--- config.mk ---
export PLATFORM = sky130hd
export DESIGN_NAME = uart_inst_loader
export DESIGN_NICKNAME = d
export VERILOG_FILES = /design/src/rtl/uart_inst_loader.sv
export SDC_FILE = /design/constraint.sdc
export NUM_CORES = 1
export LEC_CHECK = 0
export BUFFER_PORTS_ARGS = -buffer_cell sky130_fd_sc_hd__buf_4
export CORE_ASPECT_RATIO = 0.9
export CORE_UTILIZATION = 45
export DETAILED_ROUTE_END_ITERATION = 8
export PLACE_DENSITY_LB_ADDON = 0.25
export SLEW_MARGIN = 20
export SYNTH_ARGS = -nofsm -noshare
export SYNTH_HDL_FRONTEND = slang
export SYNTH_SLANG_ARGS = --single-unit
export TNS_END_PERCENT = 10
--- constraint.sdc ---
create_clock -name clk -period 4 [get_ports clk]
set_clock_uncertainty 0.2 [all_clocks]
set_input_delay 0.6 -clock clk [delete_from_list [all_inputs] [get_ports clk]]
set_output_delay 0.6 -clock clk [all_outputs]
set_load 0.005 [all_outputs]
--- src/rtl/uart_inst_loader.sv ---
// 8N1 UART receiver that packs byte pairs (high byte first) into 16-bit instruction words
// for the fetch stage, with a partial-word timeout and a stop-bit framing error strobe.
module uart_inst_loader #(
   parameter int CLKS_PER_BIT = 434,
   parameter int TIMEOUT_BITS = 32
) (
   input  logic        clk,
   input  logic        reset,
   input  logic        i_uart_rx,
   output logic [15:0] o_uart_inst,
   output logic        o_uart_inst_en,
   output logic        o_frame_err,
   output logic [15:0] o_word_cnt
);

   localparam int CW   = $clog2(CLKS_PER_BIT);
   localparam int TLIM = TIMEOUT_BITS * CLKS_PER_BIT;
   localparam int TW   = $clog2(TLIM + 1);
   localparam logic [CW-1:0] FULL_LAST = CW'(CLKS_PER_BIT - 1);
   localparam logic [CW-1:0] HALF_LAST = CW'(CLKS_PER_BIT / 2 - 1);
   localparam logic [TW-1:0] TO_LAST   = TW'(TLIM);

   typedef enum logic [1:0] {IDLE, START, DATA, STOP} state_t;

   state_t        state, state_nxt;
   logic          rx_meta, rxs;
   logic [CW-1:0] tick_cnt;
   logic [2:0]    bit_cnt;
   logic [7:0]    shreg;
   logic [7:0]    hi_byte;
   logic          phase_lo;
   logic [TW-1:0] to_cnt;
   logic          tick_done, start_edge, byte_ok, byte_bad, timeout;

   always_ff @(posedge clk) begin
      if (reset) begin
         rx_meta <= 1'b1;
         rxs     <= 1'b1;
      end else begin
         rx_meta <= i_uart_rx;
         rxs     <= rx_meta;
      end
   end

   // START waits half a bit so every later sample lands mid-bit
   always_comb begin
      state_nxt  = state;
      tick_done  = 1'b0;
      start_edge = 1'b0;
      byte_ok    = 1'b0;
      byte_bad   = 1'b0;
      case (state)
         IDLE: begin
            if (!rxs) begin
               start_edge = 1'b1;
               state_nxt  = START;
            end
         end
         START: begin
            if (tick_cnt == HALF_LAST) begin
               tick_done = 1'b1;
               state_nxt = rxs ? IDLE : DATA;
            end
         end
         DATA: begin
            if (tick_cnt == FULL_LAST) begin
               tick_done = 1'b1;
               if (bit_cnt == 3'd7) state_nxt = STOP;
            end
         end
         STOP: begin
            if (tick_cnt == FULL_LAST) begin
               tick_done = 1'b1;
               state_nxt = IDLE;
               byte_ok   = rxs;
               byte_bad  = !rxs;
            end
         end
         default: state_nxt = IDLE;
      endcase
   end

   always_ff @(posedge clk) begin
      if (reset) begin
         state    <= IDLE;
         tick_cnt <= '0;
         bit_cnt  <= '0;
      end else begin
         state <= state_nxt;
         if (state == IDLE || tick_done) tick_cnt <= '0;
         else                            tick_cnt <= tick_cnt + 1'b1;
         if (start_edge)                      bit_cnt <= '0;
         else if (state == DATA && tick_done) bit_cnt <= bit_cnt + 1'b1;
      end
   end

   always_ff @(posedge clk) begin
      if (state == DATA && tick_done) shreg <= {rxs, shreg[7:1]};
      if (byte_ok && !phase_lo)       hi_byte <= shreg;
   end

   assign timeout = phase_lo && (to_cnt == TO_LAST);

   always_ff @(posedge clk) begin
      if (reset) begin
         phase_lo       <= 1'b0;
         to_cnt         <= '0;
         o_uart_inst    <= '0;
         o_uart_inst_en <= 1'b0;
         o_frame_err    <= 1'b0;
         o_word_cnt     <= '0;
      end else begin
         o_uart_inst_en <= 1'b0;
         o_frame_err    <= byte_bad;
         if (byte_bad) begin
            phase_lo <= 1'b0;
         end else if (byte_ok) begin
            if (!phase_lo) begin
               phase_lo <= 1'b1;
            end else begin
               o_uart_inst    <= {hi_byte, shreg};
               o_uart_inst_en <= 1'b1;
               o_word_cnt     <= o_word_cnt + 16'd1;
               phase_lo       <= 1'b0;
            end
         end else if (timeout) begin
            phase_lo <= 1'b0;
         end
         // Only idle line time counts toward dropping a stale high byte
         if (start_edge || (byte_ok && !phase_lo))     to_cnt <= '0;
         else if (phase_lo && state == IDLE && !timeout) to_cnt <= to_cnt + 1'b1;
      end
   end

endmodule

==> reports/qor.csv <==
stage,metric,value,unit
route,drt pass-1 iters,4,
cells_and_area,most frequent cells in the layout,"65 x dfxtp_1, 48 x nand2_1, 39 x a21oi_1, 36 x buf_4, 30 x nor2_1",
floorplan,I/O pin total,37,
floorplan,core area,7150,µm²
place,Post-DP HPWL,4.23,mm
clocking,CTS Root Cell,clkbuf_8,
setup_path,RR Startpoint,tick_cnt[0],
route,Avg Vias per Cell,5.35,
global_routing,gr ovfl total,0,
power_and_ir_drop,pwr dens,358,nW/µm²
cells_and_area,fraction of layout cells with a size suffix above 1,15.1,%
timing,Setup TNS,0,ps
clocking,post-CTS setup buffers,0,
synthesis,Syn Std Cell Area,3380,µm²
power_and_ir_drop,leakage power total,1.34,nW
setup_path,r2r endpoint,hi_byte[5],
global_routing,initial antenna violation count,0,
global_routing,global-route wire length before repair,11.2,mm
setup_path,Reg2Reg Depth,5,
cells_and_area,Non-Filler Instances,485,
setup_path,startpoint type of the worst setup path,register,
global_routing,vias in the first global route,2473,
timing,post-route clock period utilization,62.9,%
place,GP Congestion,0.820,
setup_path,CP required,3820,ps
cells_and_area,Nets,398,
clocking,CTS tree,built,
place,PortBufs,36,
cells_and_area,"commonest non-fill, non-tap cell in the layout",dfxtp_1,
place,DP Cell Count,469,
synthesis,Yosys reg bits,81,
route,Detail Route Antenna Nets,0,
floorplan,starting density of the core,47.3,%
synthesis,Syn Inst Count,356,
floorplan,Die Ht,84.2,µm
route,drt total wl,6.35,mm
setup_path,Worst setup EP type,register,
timing,crit path time final,2520,ps
floorplan,die extent in x,93.4,µm
route,Starting DRT DRC Count,111,
timing,Hold Slack,226,ps
timing,slew margin rel.,30.7,%
clocking,Sink Count,81,
clocking,CTS resizes,0,
setup_path,Worst Path Max Fanout,8,
status,status,finished clean,
run,Maximum Capacitance Violations,0,
clocking,CTS max path bufs,2,
timing,"Slew Viols, Final",0,
timing,f_max,0.398,GHz
setup_path,Worst Setup Path Type,reg -> reg,
setup_path,R2R setup slack,1480,ps
clocking,Skew-Pair Late Insertion Delay,350,ps
timing,RSZ-0062 raised after global routing,no,
setup_path,Critical Path Source,tick_cnt[0],
synthesis,syn nets,367,
floorplan,die area,7870,µm²
synthesis,average cell area after synthesis,9.50,µm²
global_routing,GRT Resource Usage Total,18.0,%
clocking,CTS Hold Bufs,0,
floorplan,Cell Rows,29,
route,Vias,2593,
min_path,hold crit path type,reg -> reg,
clocking,H-tree levels,3,
global_routing,pin count of the biggest net entering global routing,44,
cells_and_area,n_diodes,0,
synthesis,Synth warnings,0,
clocking,total CTS buffers,9,
synthesis,Synth cell types,40,
cells_and_area,Area growth syn-to-layout,14.7,%
route,per-cell routed wire length,13.1,µm
clocking,Worst-path clk slew,80,ps
synthesis,sequential fraction of the synthesis area,52.7,%
setup_path,worst setup path end,hi_byte[5],
power_and_ir_drop,Peak supply drop,174,µV
route,DRC Markers,0,
timing,final setup fails,0,
timing,endpoints failing hold,0,
setup_path,Worst Path Arrival,2340,ps
timing,Slew @ Worst Pin,1030,ps
-- worst max-delay path, cell delays in order, from the launching register on --
cell and delay [ps]:
dfxtp_1 440, ha_1 170, and4b_1 400, nand4_1 290
or3_1 410, inv_1 280
-- worst min-delay path by stage --
stage | startpoint | end | cells past startpoint
floorplan | rx_meta | rxs | 1
CTS | i_uart_rx | rx_meta | 2
finish | rx_meta | rxs | 1
detailed placement | rx_meta | rxs | 1
global route | i_uart_rx | rx_meta | 2
global placement | rx_meta | rxs | 1
-- registers in the layout, indices dropped and copies added (netlist names), named ones only --
register        count
bit_cnt             3
o_uart_inst        16
to_cnt             14
tick_cnt            9
o_uart_inst_en      1
phase_lo            1
shreg               8
state               1
rx_meta             1
o_frame_err         1
rxs                 1
hi_byte             8
o_word_cnt         16
-- stage by stage --
| stage | power [mW] | cell area, µm² | utilization (%) | setup slack (ps) |
|---|---|---|---|---|
| global placement | 0.867 | 3690 | 51.7 | 1520 |
| CTS | 1.41 | 3870 | 54.1 | 1430 |
| detailed placement | 0.867 | 3690 | 51.7 | 1450 |
| floorplan | 0.862 | 3380 | - | 1830 |
| global route | 1.44 | 3880 | 54.2 | 1290 |
| finish | 1.39 | 3880 | 54.2 | 1480 |
-- layer usage --
metal	track usage, %	vias up	part of all wire (%)
met3	5.80	5	3.1
met5	0	-	0
met1	23.1	1225	48
li1	-	1331	-
met2	28.4	32	47
met4	6.57	0	0.90
-- layout make-up --
class                      instances  area (µm²)
tap                               93         116
fill                             644        3270
timing repair buffer              36         270
clock inverter                     7        52.6
multi-input combinational        248        1490
inverter                          11        41.3
sequential                        81        1780
clock buffer                       9         124
-- synthesized netlist by cell type (all sizes together) --
| master | count | area share, % |
|---|---|---|
| inv | 11 | 1.2 |
| o21ai | 6 | 0.89 |
| and4b | 1 | 0.30 |
| mux2 | 1 | 0.33 |
| or4b | 1 | 0.30 |
| xnor2 | 13 | 3.4 |
| and4bb | 1 | 0.37 |
| or4 | 13 | 2.9 |
| or2 | 3 | 0.55 |
| nand3 | 14 | 2.4 |
| nand4b | 1 | 0.26 |
| xor2 | 7 | 1.8 |
| buf | 6 | 1.1 |
| nor4 | 6 | 1.3 |
| nand4bb | 1 | 0.33 |
| a21oi | 39 | 5.8 |
| and2 | 1 | 0.19 |
| nand2b | 2 | 0.37 |
| nor2 | 30 | 3.3 |
| or3 | 5 | 0.92 |
| and3 | 3 | 0.55 |
| dfxtp | 65 | 38 |
| o31ai | 12 | 2.8 |
| and4 | 6 | 1.6 |
| clkbuf | 10 | 1.1 |
| nor2b | 1 | 0.19 |
| edfxtp | 16 | 14 |
| nor3b | 1 | 0.22 |
| ha | 8 | 3.0 |
| mux2i | 2 | 0.59 |
| nor4b | 1 | 0.26 |
| nand4 | 13 | 2.4 |
| nand2 | 48 | 5.3 |
| nor3 | 7 | 1.0 |
| o21bai | 1 | 0.22 |
-- kinds of logic after synthesis --
family / synth area share, %
fa+ha+maj: 2.96
mux: 0.925
xor+xnor: 5.18
buf+inv: 3.48
flops: 52.7
compound gates: 9.69
simple gates: 25.1
-- power breakdown --
part	internal, mW	switching, mW	leakage [nW]
logic	0.00504	0.0126	0.580
clock network	0.232	0.308	0.0957
registers	0.829	0.00205	0.667
total	1.07	0.323	1.34
Power figures use the tool's default switching activity.
